[config.mk]
export PLATFORM = sky130hd
export DESIGN_NAME = wave_analyzer_flat
export DESIGN_NICKNAME = d
export VERILOG_FILES = /design/src/rtl/wave_analyzer_if.sv /design/src/rtl/wave_analyzer.sv /design/src/flat_wrapper.sv
export SDC_FILE = /design/constraint.sdc
export NUM_CORES = 1
export LEC_CHECK = 0
export CELL_PAD_IN_SITES_DETAIL_PLACEMENT = 0
export CELL_PAD_IN_SITES_GLOBAL_PLACEMENT = 1
export CORE_UTILIZATION = 41
export CTS_CLUSTER_SIZE = 20
export DETAILED_ROUTE_END_ITERATION = 12
export MAX_ROUTING_LAYER = met4
export PLACE_DENSITY = 0.89
export SLEW_MARGIN = 20
export SYNTH_ARGS = -nofsm -noshare
export SYNTH_HDL_FRONTEND = slang
export SYNTH_SLANG_ARGS = --single-unit
[constraint.sdc]
create_clock -name i_clk -period 7.3 [get_ports i_clk]
set_input_delay 1.095 -clock i_clk [delete_from_list [all_inputs] [get_ports i_clk]]
set_output_delay 1.095 -clock i_clk [all_outputs]
set_load 0.01 [all_outputs]
[src/rtl/wave_analyzer_if.sv]
// Sample stream into the analyzer and period/amplitude results out of it.
interface wave_analyzer_if #(
  parameter int SAMPLE_WIDTH = 24,
  parameter int PERIOD_WIDTH = 20
);
  logic                           i_sample_valid;
  logic signed [SAMPLE_WIDTH-1:0] i_sample;
  logic [PERIOD_WIDTH-1:0]        o_period;
  logic signed [SAMPLE_WIDTH-1:0] o_max;
  logic signed [SAMPLE_WIDTH-1:0] o_min;
  logic [SAMPLE_WIDTH:0]          o_pp;
  logic                           o_result_valid;
  logic                           o_timeout;

  modport master (
    output i_sample_valid, i_sample,
    input  o_period, o_max, o_min, o_pp, o_result_valid, o_timeout
  );
  modport slave (
    input  i_sample_valid, i_sample,
    output o_period, o_max, o_min, o_pp, o_result_valid, o_timeout
  );
endinterface

[src/rtl/wave_analyzer.sv]
// Hysteresis zero-crossing period meter with per-window max/min/peak-to-peak.
module wave_analyzer #(
  parameter int                       SAMPLE_WIDTH = 24,
  parameter int                       PERIOD_WIDTH = 20,
  parameter logic [SAMPLE_WIDTH-1:0]  HYST         = SAMPLE_WIDTH'(4096),
  parameter int unsigned              TIMEOUT      = 2**20-1
) (
  input  logic           i_clk,
  input  logic           i_rst,
  wave_analyzer_if.slave bus
);
  localparam logic signed [SAMPLE_WIDTH-1:0] HYS_P = $signed(HYST);
  localparam logic signed [SAMPLE_WIDTH-1:0] HYS_N = -HYS_P;
  localparam logic [PERIOD_WIDTH-1:0]        TMO   = PERIOD_WIDTH'(TIMEOUT);

  typedef enum logic [1:0] {SEEK_LOW, SEEK_HIGH, RUN_HIGH, RUN_LOW} state_e;

  state_e                         state_q, state_d;
  logic [PERIOD_WIDTH-1:0]        cnt_q, cnt_d;
  logic signed [SAMPLE_WIDTH-1:0] max_q, max_d, min_q, min_d;
  logic [PERIOD_WIDTH-1:0]        per_q, per_d;
  logic signed [SAMPLE_WIDTH-1:0] omax_q, omax_d, omin_q, omin_d;
  logic [SAMPLE_WIDTH:0]          pp_q, pp_d;
  logic                           rv_q, rv_d, to_q, to_d;

  logic signed [SAMPLE_WIDTH-1:0] s, wmax, wmin;
  logic [SAMPLE_WIDTH:0]          pp_w;
  logic [PERIOD_WIDTH-1:0]        cnt_inc;
  logic                           vld, is_hi, is_lo, empty, first_rise, rise, tmo;

  always_comb begin
    state_d = state_q;
    cnt_d   = cnt_q;
    max_d   = max_q;
    min_d   = min_q;
    per_d   = per_q;
    omax_d  = omax_q;
    omin_d  = omin_q;
    pp_d    = pp_q;
    rv_d    = 1'b0;
    to_d    = 1'b0;

    vld   = bus.i_sample_valid;
    s     = bus.i_sample;
    is_hi = s >= HYS_P;
    is_lo = s <= HYS_N;
    // In the seek states cnt is the window's sample count, so zero means no samples yet.
    empty = ((state_q == SEEK_LOW) || (state_q == SEEK_HIGH)) && (cnt_q == '0);
    wmax  = (empty || (s > max_q)) ? s : max_q;
    wmin  = (empty || (s < min_q)) ? s : min_q;
    pp_w  = {wmax[SAMPLE_WIDTH-1], wmax} - {wmin[SAMPLE_WIDTH-1], wmin};
    cnt_inc = cnt_q + PERIOD_WIDTH'(1);

    first_rise = vld && (state_q == SEEK_HIGH) && is_hi;
    rise       = vld && (state_q == RUN_LOW) && is_hi;
    tmo        = vld && !first_rise && !rise && (cnt_inc == TMO);

    if (first_rise || rise) begin
      if (rise) begin
        per_d  = cnt_inc;
        omax_d = wmax;
        omin_d = wmin;
        pp_d   = pp_w;
        rv_d   = 1'b1;
      end
      state_d = RUN_HIGH;
      cnt_d   = '0;
      max_d   = s;
      min_d   = s;
    end else if (tmo) begin
      per_d   = '0;
      omax_d  = wmax;
      omin_d  = wmin;
      pp_d    = pp_w;
      rv_d    = 1'b1;
      to_d    = 1'b1;
      state_d = SEEK_LOW;
      cnt_d   = '0;
    end else if (vld) begin
      cnt_d = cnt_inc;
      max_d = wmax;
      min_d = wmin;
      if (is_lo && (state_q == SEEK_LOW))      state_d = SEEK_HIGH;
      else if (is_lo && (state_q == RUN_HIGH)) state_d = RUN_LOW;
    end
  end

  always_ff @(posedge i_clk) begin
    if (i_rst) begin
      state_q <= SEEK_LOW;
      cnt_q   <= '0;
      max_q   <= '0;
      min_q   <= '0;
      per_q   <= '0;
      omax_q  <= '0;
      omin_q  <= '0;
      pp_q    <= '0;
      rv_q    <= 1'b0;
      to_q    <= 1'b0;
    end else begin
      state_q <= state_d;
      cnt_q   <= cnt_d;
      max_q   <= max_d;
      min_q   <= min_d;
      per_q   <= per_d;
      omax_q  <= omax_d;
      omin_q  <= omin_d;
      pp_q    <= pp_d;
      rv_q    <= rv_d;
      to_q    <= to_d;
    end
  end

  assign bus.o_period       = per_q;
  assign bus.o_max          = omax_q;
  assign bus.o_min          = omin_q;
  assign bus.o_pp           = pp_q;
  assign bus.o_result_valid = rv_q;
  assign bus.o_timeout      = to_q;
endmodule

[src/flat_wrapper.sv]
// flat-port wrapper written by rule: the top's interface ports become plain ports
module wave_analyzer_flat 
#(
  parameter int                       SAMPLE_WIDTH = 24,
  parameter int                       PERIOD_WIDTH = 20,
  parameter logic [SAMPLE_WIDTH-1:0]  HYST         = SAMPLE_WIDTH'(4096),
  parameter int unsigned              TIMEOUT      = 2**20-1
)
  (i_clk, i_rst, bus_i_sample_valid, bus_i_sample, bus_o_period, bus_o_max, bus_o_min, bus_o_pp, bus_o_result_valid, bus_o_timeout);
  wave_analyzer_if #(.SAMPLE_WIDTH(SAMPLE_WIDTH), .PERIOD_WIDTH(PERIOD_WIDTH)) bus_i ();
  input  logic i_clk;
  input  logic i_rst;
  input wire logic [$bits(bus_i.i_sample_valid)-1:0] bus_i_sample_valid;
  input wire logic [$bits(bus_i.i_sample)-1:0] bus_i_sample;
  output wire logic [$bits(bus_i.o_period)-1:0] bus_o_period;
  output wire logic [$bits(bus_i.o_max)-1:0] bus_o_max;
  output wire logic [$bits(bus_i.o_min)-1:0] bus_o_min;
  output wire logic [$bits(bus_i.o_pp)-1:0] bus_o_pp;
  output wire logic [$bits(bus_i.o_result_valid)-1:0] bus_o_result_valid;
  output wire logic [$bits(bus_i.o_timeout)-1:0] bus_o_timeout;
  assign bus_i.i_sample_valid = bus_i_sample_valid;
  assign bus_i.i_sample = bus_i_sample;
  assign bus_o_period = bus_i.o_period;
  assign bus_o_max = bus_i.o_max;
  assign bus_o_min = bus_i.o_min;
  assign bus_o_pp = bus_i.o_pp;
  assign bus_o_result_valid = bus_i.o_result_valid;
  assign bus_o_timeout = bus_i.o_timeout;
  wave_analyzer #(.SAMPLE_WIDTH(SAMPLE_WIDTH), .PERIOD_WIDTH(PERIOD_WIDTH), .HYST(HYST), .TIMEOUT(TIMEOUT)) u_core (.i_clk(i_clk), .i_rst(i_rst), .bus(bus_i));
endmodule
Yosys cells after proc, flatten, opt, wreduce, memory -nomap -nowiden
Index checks and enable logic that the tools add are counted.
{"block": "classes", "reduce_logical": 29, "magnitude_cmp": 4, "mux": 28, "add_sub_neg": 2, "n_eq_ne": 6}
{"operator": "two-way mux 24 bit", "n": 14}
{"operator": "two-way mux 25 bit", "n": 3}
{"operator": "two-way mux 20 bit", "n": 3}
{"operator": "subtractor 24 x 24 -> 25 bit", "n": 1}
{"operator": "greater-or-equal comparator 24 x 14 -> 1 bit, second input constant", "n": 1}
{"operator": "> comparator 24 bit", "n": 1}
{"operator": "<= comparator 24 x 13 -> 1 bit, second input constant", "n": 1}
{"operator": "< comparator 24 bit", "n": 1}
{"operator": "adder 20 x 1 -> 20 bit, second input constant", "n": 1}
{"operator": "equality test 20 bit, second input constant", "n": 1}
{"operator": "logical NOT 20 bit", "n": 1}
{"operator": "logical AND 1 bit", "n": 10}
{"operator": "two-way mux 2 bit", "n": 5}
{"operator": "AND reduction 2 bit", "n": 4}
{"operator": "nonzero test 2 bit", "n": 3}
{"operator": "equality test 2 bit, second input constant", "n": 2}
{"operator": "logical OR 1 bit", "n": 4}
{"operator": "nonzero test 4 bit", "n": 1}
{"operator": "two-way mux 1 bit", "n": 3}
{"operator": "nonzero test 3 bit", "n": 1}
{"operator": "OR reduction 3 bit", "n": 1}
{"operator": "equality test 2 x 1 -> 1 bit, second input constant", "n": 1}
{"operator": "logical NOT 1 bit", "n": 2}
{"operator": "logical NOT 2 bit", "n": 1}
{"operator": "other kinds (3)", "n": 3}
{"block": "totals", "out_inout_bits": 95, "register_bits": 165, "inputBits": 27}

Depth between registers and ports, before layout
{"block": "depth", "word_depth": 9, "ltp_mapped": 27}

Worst setup path before layout
Ideal clock, no wire load.
{"block": "synth_path", "path_type": "input port to flip-flop", "start": "input bus_i_sample[23]", "end": "register u_core.pp_q[22], in the netlist u_core.bus.o_pp[22]", "cell_stages": 23, "required_time_ps": 7238, "slack_ps": 1004, "t_arrival_ps": 6234, "cell_sequence": "ha_1 -> nand4_1 -> or4_4 -> a2111o_1 -> o21ai_0 -> nor2_1 -> xor2_1 -> a21oi_1 -> buf_2 -> mux2_2 -> ha_1 -> a21oi_1 -> o21bai_1 -> a21oi_1 -> o21bai_1 -> a21oi_1 -> o21ai_0 -> a21oi_1 -> a211o_1 -> a21oi_2 -> a31oi_1 -> or4_1 -> nand3_1"}
{"block": "synth_between", "elab_chain_cells": 8}
{"item": "start, declared", "line_no": "flat_wrapper.sv:14", "source": "input wire logic [$bits(bus_i.i_sample)-1:0] bus_i_sample;"}
{"item": "branches (longest 8 deep; another with subtractor 24 x 24 -> 25 bit)"}
{"item": "end signal, assigned", "line_no": "wave_analyzer.sv:108", "source": "pp_q <= pp_d;"}
{"item": "end, declared", "line_no": "wave_analyzer.sv:23", "source": "logic [SAMPLE_WIDTH:0] pp_q, pp_d;"}
Parallel ways; which one is timed is not known. The select of a mux whose other input is x is not followed.
A chain may end at the register's enable or synchronous reset.

Final worst setup path
Same ends and word-level chain as after synthesis.

==> flow_summary.html <==
<table>
<tr><th>Metric</th><th>Value</th></tr>
<tr><th colspan="2">Synthesis</th></tr>
<tr><td>Yosys top cell area share</td><td>36.2%</td></tr>
<tr><td>Sequential fraction of the synthesis area</td><td>36.2%</td></tr>
<tr><td>Share of synthesized cell area in full adder, half adder and majority cells</td><td>10.3%</td></tr>
<tr><td>Predominant post-synthesis flop cell</td><td>dfxtp_1</td></tr>
<tr><td>Number of nets in the synthesized netlist</td><td>1247</td></tr>
<tr><td>Total standard cell area after synthesis</td><td>0.00913 sq mm</td></tr>
<tr><td>Synth area leader</td><td>dfxtp_1</td></tr>
<tr><td>Post-synthesis cell type count</td><td>59</td></tr>
<tr><td>Top post-synthesis cells by area</td><td>dfxtp_1 (36%), ha_1 (10%), nand2_1 (8.6%), a21oi_1 (7.4%), nor2_1 (4.0%)</td></tr>
<tr><td>Mapped Avg Cell Area</td><td>7.97 sq um</td></tr>
<tr><td>Compound-Gate Fraction of Synth Area</td><td>16.6%</td></tr>
<tr><td>Gate count of the mapped netlist</td><td>1146</td></tr>
<tr><td>Number of register bits inferred by synthesis</td><td>165</td></tr>
<tr><td>Ys async rst share</td><td>0%</td></tr>
<tr><td>Post-synthesis mux area share</td><td>5.22%</td></tr>
<tr><td>Total of warnings raised by yosys</td><td>0</td></tr>
<tr><td>Largest family of logic cells by synthesized area</td><td>simple AND/OR/NAND/NOR gates</td></tr>
<tr><td>EDFF count, synth</td><td>0</td></tr>
<tr><td>Basic-gate share of the synthesized area counting and, or, nand and nor cells</td><td>21.2%</td></tr>
<tr><td>Post-Synth XOR/XNOR Area</td><td>5.28%</td></tr>
<tr><th colspan="2">Setup path</th></tr>
<tr><td>Category of the critical setup timing path</td><td>primary input to register</td></tr>
<tr><td>Cells traversed along the worst timing path</td><td>clkdlybuf4s50_1 &gt; ha_1 &gt; nand4_1 &gt; or4_4 &gt; a2111o_1 &gt; o21ai_0 &gt; nor2_1 &gt; xor2_1 &gt; a21oi_2 &gt; buf_4 &gt; mux2_2 &gt; ha_1 &gt; inv_1 &gt; o21bai_1 &gt; a21oi_1 &gt; o21bai_1 &gt; a21oi_1 &gt; o21ai_0 &gt; a21oi_1 &gt; a211o_1 &gt; a21oi_2 &gt; a31oi_1 &gt; or4_1 &gt; nand3_1</td></tr>
<tr><td>Worst endpoint required time</td><td>7680 ps</td></tr>
<tr><td>Crit. End Element</td><td>register</td></tr>
<tr><td>Element type at the critical path start</td><td>primary input</td></tr>
<tr><td>Sum of buffers and inverters on the critical path</td><td>3</td></tr>
<tr><td>Biggest cell delay along the critical path</td><td>570 ps</td></tr>
<tr><td>Critical Path Slowest Stage Cell</td><td>or4_4</td></tr>
<tr><td>Cell family with most CP delay</td><td>compound AO/OA/AOI/OAI gates</td></tr>
<tr><td>Most frequent cell on the critical path</td><td>a21oi_1</td></tr>
<tr><td>Critical path data arrival time</td><td>6940 ps</td></tr>
<tr><td>Maximum fanout count along the critical path</td><td>14</td></tr>
<tr><th colspan="2">Power and ir drop</th></tr>
<tr><td>Clock power frac</td><td>39.9%</td></tr>
<tr><td>Peak VDD IR</td><td>0.000173 V</td></tr>
<tr><td>Total leakage power</td><td>0.00419 uW</td></tr>
<tr><td>Power share of the sequential group</td><td>36.6%</td></tr>
<tr><td>Pwr Total</td><td>2580 uW</td></tr>
<tr><td>NetSw</td><td>755 uW</td></tr>
<tr><td>Relative contribution of combinational cells to total power</td><td>23.5%</td></tr>
<tr><td>Power density over cell area</td><td>226 mW/mm^2</td></tr>
<tr><td>Switching Fraction</td><td>29.3%</td></tr>
<tr><td>Internal power contribution</td><td>1820 uW</td></tr>
<tr><th colspan="2">GRT</th></tr>
<tr><td>Antenna violations before repair</td><td>0</td></tr>
<tr><td>Largest net degree at the start of global routing</td><td>86</td></tr>
<tr><td>Total grt overflow</td><td>0</td></tr>
<tr><td>Total GRT Usage</td><td>24.5%</td></tr>
<tr><td>Global-route wire length before repair</td><td>41.8 mm</td></tr>
<tr><td>Vias in the first global route</td><td>7881</td></tr>
<tr><th colspan="2">Cells and area</th></tr>
<tr><td>Area used by multi-input combinational logic</td><td>0.00538 sq mm</td></tr>
<tr><td>Most frequent cells in the layout</td><td>nand2_1 (208), dfxtp_1 (165), a21oi_1 (133), clkdlybuf4s50_1 (120), nor2_1 (97)</td></tr>
<tr><td>Fraction of final layout cells sized beyond drive strength 1</td><td>8.29%</td></tr>
<tr><td>Most common library cell in the layout ignoring fill and taps</td><td>nand2_1</td></tr>
<tr><td>Area of all placed cells without fillers</td><td>0.0114 sq mm</td></tr>
<tr><td>Antenna fix cells</td><td>0</td></tr>
<tr><td>Register area</td><td>0.00330 sq mm</td></tr>
<tr><td>Final core utilization</td><td>52.2%</td></tr>
<tr><td>Synth-to-layout area growth</td><td>24.8%</td></tr>
<tr><td>Nets</td><td>1357</td></tr>
<tr><td># fillers</td><td>2067</td></tr>
<tr><th colspan="2">Clocking</th></tr>
<tr><td>Master cell of the clock root buffer</td><td>clkbuf_16</td></tr>
<tr><td>Maximum clock insertion buffer count</td><td>2</td></tr>
<tr><td>CTS buffer count</td><td>17</td></tr>
<tr><td>Clock transition at the registers of the reported paths</td><td>60 ps</td></tr>
<tr><td>Quantity of gates resized following cts</td><td>0</td></tr>
<tr><td>Clock H-tree levels</td><td>4</td></tr>
<tr><td>Post-CTS setup repair buffer count</td><td>0</td></tr>
<tr><td>CTS Sinks</td><td>165</td></tr>
<tr><td>Post-CTS Hold Buffers</td><td>0</td></tr>
<tr><td>TritonCTS clock tree</td><td>built</td></tr>
<tr><td>Clock latency on the worst-skew pair</td><td>440 ps</td></tr>
<tr><th colspan="2">STA</th></tr>
<tr><td>Final Hold Vio Count</td><td>0</td></tr>
<tr><td>Final-report setup violation count</td><td>0</td></tr>
<tr><td>Fin crit share</td><td>90.0%</td></tr>
<tr><td>Worst hold slack across all endpoints</td><td>451 ps</td></tr>
<tr><td>Max-slew violation total from the final report</td><td>0</td></tr>
<tr><td>Final setup skew</td><td>11.5 ps</td></tr>
<tr><td>Final worst path period need</td><td>6570 ps</td></tr>
<tr><td>Least-Margin Pin Slew</td><td>1030 ps</td></tr>
<tr><td>Normalized max-slew margin</td><td>31.1%</td></tr>
<tr><td>Max Clk Rate</td><td>152 MHz</td></tr>
<tr><td>Setup repair after global routing missed its margin</td><td>false</td></tr>
<tr><td>Setup tns final</td><td>0 ps</td></tr>
<tr><th colspan="2">Placed design</th></tr>
<tr><td>RePlAce Congestion</td><td>0.905</td></tr>
<tr><td>Total of buffers placed on input and output ports</td><td>121</td></tr>
<tr><td>Area of placed instances</td><td>0.0107 sq mm</td></tr>
<tr><td>HPWL reported at the end of detailed placement</td><td>19.3 mm</td></tr>
<tr><th colspan="2">Min path</th></tr>
<tr><td>Path type of the worst min-delay path</td><td>register to register</td></tr>
<tr><th colspan="2">Floorplanning</th></tr>
<tr><td>Die Area</td><td>0.0229 sq mm</td></tr>
<tr><td>Floorplan die width</td><td>151 um</td></tr>
<tr><td>Count of boundary I/O pins</td><td>122</td></tr>
<tr><td>Vertical die dimension</td><td>151 um</td></tr>
<tr><td>Placeable core region</td><td>0.0218 sq mm</td></tr>
<tr><td>Effective utilization at floorplan</td><td>41.8%</td></tr>
<tr><td>Site row count</td><td>54</td></tr>
<tr><th colspan="2">Outcome</th></tr>
<tr><td>Run status</td><td>finished clean</td></tr>
<tr><th colspan="2">Detailed routing</th></tr>
<tr><td>Remaining antenna violation count</td><td>0</td></tr>
<tr><td>Detailed Route Iter0 Violations</td><td>420</td></tr>
<tr><td>Count of unresolved DRC violations after routing</td><td>0</td></tr>
<tr><td>Final routed wire length divided by cell count</td><td>17.1 um</td></tr>
<tr><td>Via total after detailed routing</td><td>8383</td></tr>
<tr><td>Vias per Instance</td><td>5.42</td></tr>
<tr><td>DR pass1 iterations</td><td>5</td></tr>
<tr><td>Routed WL</td><td>26.5 mm</td></tr>
<tr><th colspan="2">Run</th></tr>
<tr><td>Maximum capacitance violations</td><td>0</td></tr>
</table>
==> worst register-to-register path: stages (launching register included) <==
cell and delay, ps:
dfxtp_1 350, inv_1 70, ha_1 400, nand4_1 180
or4_4 570, a2111o_1 360, o21ai_0 180, nor2_1 110
xor2_1 160, a21oi_2 140, buf_4 250, mux2_2 380
ha_1 340, inv_1 50, o21bai_1 130, a21oi_1 110
o21bai_1 190, a21oi_1 110, o21ai_0 400, a21oi_1 80
a211o_1 340, a21oi_2 180, a31oi_1 140, or4_1 410
nand3_1 80
==> cells in the mapped netlist (all sizes together) (4+ instances only) <==
library cell and number:
a31oi 11, nand3 35, o211ai 8, nor4 10, nand4 24, inv 61
xnor2 23, mux2 21, nand2 209, and2 4, nand2b 5, buf 7
mux2i 24, dfxtp 165, nor2 98, o21a 4, a211oi 36, xor2 32
ha 73, nor3 16, and3 8, clkbuf 56, a21o 11, or3 5
o21ai 22, a21oi 136
==> state kept, by name, summed over array words and instances (netlist names) <==
| register | cells |
|---|---|
| u_core.bus.o_timeout | 1 |
| u_core.bus.o_pp | 25 |
| u_core.max_q | 24 |
| u_core.bus.o_max | 24 |
| u_core.bus.o_min | 24 |
| u_core.bus.o_result_valid | 1 |
| u_core.bus.o_period | 20 |
| u_core.cnt_q | 20 |
| u_core.state_q | 2 |
| u_core.min_q | 24 |
==> cell type report <==
type | count | area share (%)
flip-flops and latches | 165 | 29.0
clock buffers | 18 | 3.85
clock inverters | 12 | 2.00
repair buffers | 154 | 12.9
well taps | 280 | 3.07
multi-input cells | 857 | 47.2
inverters | 61 | 2.01
==> logic make-up after synthesis <==
logic type / Yosys count
fa+ha+maj: 75
buf+inv: 124
compound gates: 249
simple gates: 433
xor+xnor: 55
mux: 45
flops: 165
==> metal layers <==
layer | global-route usage [%] | vias to the layer above | share of wire, %
met5 | - | - | 0
met4 | 9.30 | 0 | 2.9
met3 | 4.37 | 43 | 4.6
met2 | 42.1 | 203 | 49
met1 | 28.4 | 3945 | 43
li1 | - | 4192 | -
==> worst paths after layout <==
path	start	to	slack, ps	cells after the start
max reg2reg	u_core.max_q[23]$_SDFFE_PP0P_	u_core.bus.o_pp[22]$_SDFFE_PP0P_	1540	24
min	u_core.bus.o_pp[4]$_SDFFE_PP0P_	u_core.bus.o_pp[4]$_SDFFE_PP0P_	450	2
min reg2reg	u_core.bus.o_pp[4]$_SDFFE_PP0P_	u_core.bus.o_pp[4]$_SDFFE_PP0P_	450	2
max	bus_i_sample[23]	u_core.bus.o_pp[22]$_SDFFE_PP0P_	730	24
==> through the flow <==
step / cells / worst slack (ps)
6_report: 1547 / 733
4_1_cts: 1547 / 809
5_1_grt: 1547 / 351
3_5_place_dp: 1517 / 386
2_1_floorplan: 1146 / 1000
3_3_place_gp: 1517 / 508
==> power groups by stage <==
stage	Clock [uW]	Combinational (uW)	Sequential, uW
finish	1030	605	944
global route	1080	666	946
CTS	1040	603	943
detailed placement	0	598	964
global placement	0	590	963
floorplan	0	412	958
Power figures use the tool's default switching activity.
